**src/rtl/seg_pkg.sv**
```systemverilog
// Shared constants and types for the seven-segment scan driver: blank pattern,
// active-low hex glyph table (segment order {g,f,e,d,c,b,a}) and scan state type.
package seg_pkg;

    localparam logic [6:0] SEG_OFF = 7'h7F;

    localparam logic [6:0] HEX_GLYPH [16] = '{
        7'h40, 7'h79, 7'h24, 7'h30, 7'h19, 7'h12, 7'h02, 7'h78,
        7'h00, 7'h10, 7'h08, 7'h03, 7'h46, 7'h21, 7'h06, 7'h0E
    };

    typedef enum logic {
        BLANK = 1'b0,
        SCAN  = 1'b1
    } scan_state_t;

endpackage

```
**src/rtl/seg_hex_decode.sv**
```systemverilog
// Combinational nibble to active-low seven-segment glyph lookup.
module seg_hex_decode
    import seg_pkg::*;
(
    input  logic [3:0] nibble,
    output logic [6:0] glyph
);

    assign glyph = HEX_GLYPH[nibble];

endmodule

```
**src/rtl/seg_scan_driver.sv**
```systemverilog
// Time-multiplexed seven-segment driver with a one-word pending buffer and tear-free
// frame updates. Optional macro LEADING_ZERO_BLANK_EN blanks leading zero digits.
module seg_scan_driver
    import seg_pkg::*;
#(
    parameter int DIGITS   = 8,
    parameter int SCAN_DIV = 50000,
    parameter int DEAD     = 16
) (
    input  logic                  clk,
    input  logic                  clr,
    input  logic                  in_valid,
    output logic                  in_ready,
    input  logic [4*DIGITS-1:0]   in_data,
    input  logic [DIGITS-1:0]     in_dp,
    output logic [6:0]            seg,
    output logic                  dp,
    output logic [DIGITS-1:0]     an
);

    localparam int CW = (SCAN_DIV > 1) ? $clog2(SCAN_DIV) : 1;
    localparam int IW = (DIGITS > 1) ? $clog2(DIGITS) : 1;

    // Handshake: a word moves when in_valid && in_ready at a rising clk edge;
    // in_ready is a flop equal to ~pend_full, never a function of in_valid.
    scan_state_t          state, state_nxt;
    logic [CW-1:0]        cnt, cnt_nxt;
    logic [IW-1:0]        idx, idx_nxt;
    logic                 pend_full, pend_full_nxt;
    logic [4*DIGITS-1:0]  pend_data, disp_data, disp_nxt;
    logic [DIGITS-1:0]    pend_dp, disp_dp, disp_dp_nxt;
    logic                 tick, wrap, transfer, accept;
    logic [3:0]           nib;
    logic [6:0]           glyph, seg_nxt;
    logic                 dp_nxt;
    logic [DIGITS-1:0]    an_nxt;

    always_ff @(posedge clk) begin
        if (clr) state <= BLANK;
        else     state <= state_nxt;
    end

    always_comb begin
        tick          = (cnt == CW'(SCAN_DIV - 1));
        wrap          = (idx == IW'(DIGITS - 1));
        accept        = in_valid && in_ready;
        transfer      = tick && pend_full && ((state == BLANK) || wrap);
        state_nxt     = (transfer && state == BLANK) ? SCAN : state;
        cnt_nxt       = tick ? '0 : cnt + CW'(1);
        idx_nxt       = idx;
        if (state == BLANK)  idx_nxt = '0;
        else if (tick)       idx_nxt = wrap ? '0 : idx + IW'(1);
        pend_full_nxt = pend_full;
        if (accept)          pend_full_nxt = 1'b1;
        else if (transfer)   pend_full_nxt = 1'b0;
        disp_nxt      = transfer ? pend_data : disp_data;
        disp_dp_nxt   = transfer ? pend_dp : disp_dp;
    end

    always_ff @(posedge clk) begin
        if (clr) begin
            cnt       <= '0;
            idx       <= '0;
            pend_full <= 1'b0;
            pend_data <= '0;
            pend_dp   <= '0;
            disp_data <= '0;
            disp_dp   <= '0;
        end else begin
            cnt       <= cnt_nxt;
            idx       <= idx_nxt;
            pend_full <= pend_full_nxt;
            disp_data <= disp_nxt;
            disp_dp   <= disp_dp_nxt;
            if (accept) begin
                pend_data <= in_data;
                pend_dp   <= in_dp;
            end
        end
    end

`ifdef LEADING_ZERO_BLANK_EN
    // Mask is latched with the word so the scan never re-evaluates it mid-frame.
    logic [DIGITS-1:0] blank_mask, blank_nxt, lz_mask;
    logic              seen;

    always_comb begin
        seen    = 1'b0;
        lz_mask = '0;
        for (int i = DIGITS - 1; i >= 1; i--) begin
            seen       = seen | (pend_data[4*i +: 4] != 4'h0);
            lz_mask[i] = ~seen;
        end
        blank_nxt = transfer ? lz_mask : blank_mask;
    end

    always_ff @(posedge clk) begin
        if (clr) blank_mask <= '0;
        else     blank_mask <= blank_nxt;
    end
`endif

    seg_hex_decode u_dec (
        .nibble (nib),
        .glyph  (glyph)
    );

    // Outputs are computed from next-cycle values so the registered bus lines up with cnt/idx.
    always_comb begin
        nib     = 4'h0;
        an_nxt  = '1;
        seg_nxt = SEG_OFF;
        dp_nxt  = 1'b1;
        for (int i = 0; i < DIGITS; i++) begin
            if (idx_nxt == IW'(i)) nib = disp_nxt[4*i +: 4];
        end
        if (state_nxt == SCAN && cnt_nxt >= CW'(DEAD)) begin
            seg_nxt = glyph;
            for (int i = 0; i < DIGITS; i++) begin
                if (idx_nxt == IW'(i)) begin
                    an_nxt[i] = 1'b0;
                    dp_nxt    = ~disp_dp_nxt[i];
`ifdef LEADING_ZERO_BLANK_EN
                    if (blank_nxt[i]) seg_nxt = SEG_OFF;
`endif
                end
            end
        end
    end

    always_ff @(posedge clk) begin
        if (clr) begin
            seg      <= SEG_OFF;
            dp       <= 1'b1;
            an       <= '1;
            in_ready <= 1'b1;
        end else begin
            seg      <= seg_nxt;
            dp       <= dp_nxt;
            an       <= an_nxt;
            in_ready <= ~pend_full_nxt;
        end
    end

endmodule

```
**config.mk**
```make
export PLATFORM = sky130hd
export DESIGN_NAME = seg_scan_driver
export DESIGN_NICKNAME = d
export VERILOG_FILES = /design/src/rtl/seg_pkg.sv /design/src/rtl/seg_hex_decode.sv /design/src/rtl/seg_scan_driver.sv
export SDC_FILE = /design/constraint.sdc
export NUM_CORES = 1
export LEC_CHECK = 0
export ABC_AREA = 1
export BUFFER_PORTS_ARGS = -buffer_cell sky130_fd_sc_hd__buf_2
export CAP_MARGIN = 20
export CORE_MARGIN = 3
export CORE_UTILIZATION = 45
export CTS_CLUSTER_SIZE = 12
export DETAILED_ROUTE_END_ITERATION = 10
export PLACE_DENSITY = 0.67
export SKIP_LAST_GASP = 1
export SLEW_MARGIN = 20
export SYNTH_ARGS = -nofsm -noshare
export SYNTH_HDL_FRONTEND = slang
export SYNTH_SLANG_ARGS = --single-unit
```
**constraint.sdc**
```tcl
create_clock -name clk -period 2.53 [get_ports clk]
set_input_delay 0.3795 -clock clk [delete_from_list [all_inputs] [get_ports clk]]
set_output_delay 0.3795 -clock clk [all_outputs]
set_load 0.02 [all_outputs]
```
==> impl_metrics.py <==
metrics = {
    "status": {
        "status": "finished with violations",
        "violations": "negative setup slack",
    },
    "synthesis": {
        "ys_top_cells_by_area": "dfxtp_1 46%, nor2_1 12%, nand2_1 8.8%",
        "synth-async-reset-ratio_pct": 0,
        "synthTopCellsByCount": "161 x nor2_1, 121 x nand2_1, 118 x dfxtp_1",
        "syn_area_per_cell_um2": 7.37,
        "synth_edf_count": 0,
        "synth_area_um2": 5170,
        "synth_nets": 754,
        "synth-seq-cells": 118,
        "synth_seq_area_share_pct": 45.6,
        "synth_cell_types": 40,
        "netlist.area_leader.share_pct": 45.6,
        "synth.most_common_cell": "nor2_1",
        "synth_area_leader_cell": "dfxtp_1",
        "synthFlopType": "dfxtp_1",
        "postSynthCellCount": 702,
        "ys_warn_count": 0,
    },
    "floorplanning": {
        "die_y_um": 113,
        "coreArea_um2": 11000,
        "die_w_um": 113,
        "row_count": 38,
        "initial_core_util_pct": 46.9,
        "die_area_um2": 12800,
        "ios": 60,
    },
    "critical_path": {
        "worst_ep_arrival_time_ns": 3.08,
        "path_class": "flip-flop to flip-flop",
        "slowest_stage": "dfxtp_2",
        "crit_buf_inv": 5,
        "critPathMaxFanout": 7,
        "cp-start-kind": "flip-flop",
        "cp_common_cell": "nand2_1",
        "r2r_end": "seg[3]$_SDFF_PP1_",
        "reg2reg_from": "cnt[0]$_SDFF_PP0_",
        "crit_chain": "ha_4 > buf_6 > nand3_4 > nor2_4 > nand2_4 > buf_6 > nand2_4 > nand3_4 > inv_2 > nand2_1 > nor2_2 > inv_2 > or2_2 > nand4_1 > nor2_4 > ha_1 > inv_1 > nand2_1 > nand3_1 > nand2_1 > nand2_1",
        "reg2reg_depth": 21,
        "max_stage_delay_ns": 0.35,
        "crit_path_end_kind": "flip-flop",
        "regToRegSetupSlack_ns": -0.24,
        "path_delay_family": "simple AND/OR/NAND/NOR gates",
        "required_ns": 2.84,
    },
    "pwr": {
        "p_leak_nw": 3.08,
        "internal-power_mw": 3.52,
        "vdd_drop_max_mv": 0.615,
        "seqPwrFrac_pct": 43.4,
        "combPwrFrac_pct": 4.1,
        "switching_share_pct": 22.3,
        "p_clk_share_pct": 52.5,
        "p_sw_mw": 1.01,
        "powerDensity_nw_per_um2": 640,
    },
    "global_routing": {
        "grt_pass1_wl_mm": 21.4,
        "grt_max_degree": 46,
        "overflow": 0,
        "grt_pass1_vias": 4584,
        "track_usage_pct": 21.0,
        "antenna_found_initial": 0,
    },
    "drt": {
        "first_pass_iters": 7,
        "first_iter_violations": 425,
        "finalWirelength_mm": 13.2,
        "drcViolationCount": 0,
        "detail-route-antenna-nets": 0,
        "vias": 4886,
        "vias_per_cell": 4.91,
        "wl_per_cell_um": 13.3,
    },
    "hold_path": {
        "hold_path_class": "input pin to flip-flop",
        "whs_path_depth": 3,
        "whs_endpoint": "pend_data[18]$_SDFFE_PP0P_",
        "min_from": "in_data[18]",
    },
    "sta": {
        "tightest_slew_ns": 0.472,
        "report.final.setup_viol": 7,
        "slew_violations": 0,
        "fin_crit_sh_pct": 110,
        "skew_ns": 0.00920,
        "grt_setup_unrepaired": "yes",
        "fin_setup_tns_ns": -1.46,
        "setup_ws_ns": -0.243,
        "slew_headroom_pct": 68.2,
        "fin_crit_ns": 2.77,
        "fmax_mhz": 361,
        "hold_violations": 0,
    },
    "clock_tree": {
        "clockBufferDepth": 2,
        "root_buffer": "clkbuf_16",
        "clock_latency_ns": 0.42,
        "clk_pin_slew_worst_paths_ns": 0.06,
        "cts_tree": "done",
        "hold_buffers": 0,
        "cts_htree_levels": 4,
        "cts.sinks": 118,
        "cts_buffers": 17,
    },
    "finish": {
        "synthToLayoutAreaGrowth_pct": 36.6,
        "antenna_cells": 0,
        "drive_gt1_share_pct": 30.5,
        "fill_cells": 931,
        "multiInputGateArea_um2": 2690,
        "ff_latch_area_um2": 2360,
        "final_area_um2": 7070,
        "fin_nets": 894,
    },
    "place": {
        "place_ws_ns": -0.314,
        "gp_congestion": 0.925,
        "dp_hpwl_mm": 9.03,
        "io_buffers": 59,
        "postPlaceCellArea_um2": 6090,
    },
    "flow_run": {
        "maxCapViolCount": 0,
    },
}
[through the flow]
step / util [%] / cells / hold WS [ns] / power (mW)
finish: 64.1 / 995 / 0.202 / 4.53
global route: 64.1 / 995 / 0.192 / 4.70
CTS: 62.0 / 985 / 0.189 / 4.57
detailed placement: 55.3 / 947 / 0.442 / 2.18
global placement: 55.3 / 947 / 0.438 / 2.17
floorplan: - / 702 / 0.395 / 2.10
[final cells by class]
cell class                 count  area share, %
clock buffer                  20           6.60
sequential                   118           33.5
timing repair buffer         145           13.8
inverter                      72           3.82
tap                          140           2.48
multi-input combinational    488           38.1
clock inverter                12           1.81
[layer usage]
metal  GRT usage (%)  routed length [um]  vias to the layer above
met1            26.3                5880                     2232
met4            8.89                 299                        0
met5               0                   0                        -
met2            34.3                6320                      119
met3            5.67                 739                       27
li1                -                   -                     2508
[sequential cells by signal, indices dropped and copies added (netlist names)]
register,cells
disp_data,32
disp_dp,8
pend_data,32
state,1
dp,1
pend_dp,8
cnt,16
idx,3
in_ready,1
an,8
pend_full,1
seg,7
[cell families after synthesis]
group	after synthesis	share of synthesized area, %
and+or+nand+nor	376	32.7
buffers and inverters	97	7.47
muxes	14	2.71
AOI/OAI and AO/OA	86	8.97
adders and majority gates	9	2.18
DFF	118	45.6
xor gates and xnor gates	2	0.339
[how the worst max path moves through the flow]
stage / start / end / depth (start not counted) / slack, ns
final: cnt[0]$_SDFF_PP0_ / seg[3]$_SDFF_PP1_ / 21 / -0.24
after global routing: cnt[0]$_SDFF_PP0_ / seg[3]$_SDFF_PP1_ / 21 / -0.42
after CTS: cnt[0]$_SDFF_PP0_ / seg[3]$_SDFF_PP1_ / 21 / -0.18
after detailed placement: cnt[1]$_SDFF_PP0_ / seg[3]$_SDFF_PP1_ / 19 / -0.31
after global placement: cnt[1]$_SDFF_PP0_ / seg[1]$_SDFF_PP1_ / 20 / -0.26
after floorplan: idx[0]$_SDFF_PP0_ / seg[3]$_SDFF_PP1_ / 19 / 0.005
[layout by cell type, fill, tap and decap left out, types with 8 or more instances in the layout]
cell and count:
nand4_1 9, clkbuf_16 17, inv_1 55, nor2_4 11
buf_4 80, nand3_1 32, nand2_1 117, nor2_1 153
inv_2 15, o21ai_0 52, buf_2 59, mux2i_1 8
nor2_2 11, dfxtp_1 116, a21oi_1 17
[worst min-delay path, delay by kind of cell]
family	cells	cell delay [ns]
AND/OR/NAND/NOR	1	0.08
AO/OA/AOI/OAI	1	0.07
buffers and inverters	1	0.07
[power groups by stage]
| stage | registers [mW] | logic [mW] | clock network (mW) |
|---|---|---|---|
| 2_1_floorplan | 1.98 | 0.115 | 0 |
| 3_3_place_gp | 1.99 | 0.175 | 0 |
| 3_5_place_dp | 2.00 | 0.181 | 0 |
| 4_1_cts | 1.96 | 0.186 | 2.42 |
| 5_1_grt | 1.97 | 0.218 | 2.51 |
| 6_report | 1.96 | 0.186 | 2.38 |
[what timing repair did]
action | 4_1_cts | 5_1_grt
pin swaps | 10 | 14
endpoints found under the setup margin | 7 | 16
gates cloned | 0 | 1
resized for setup | 27 | 30
buffers inserted | 6 | 9
No activity file was read; power rests on OpenSTA's default activity.
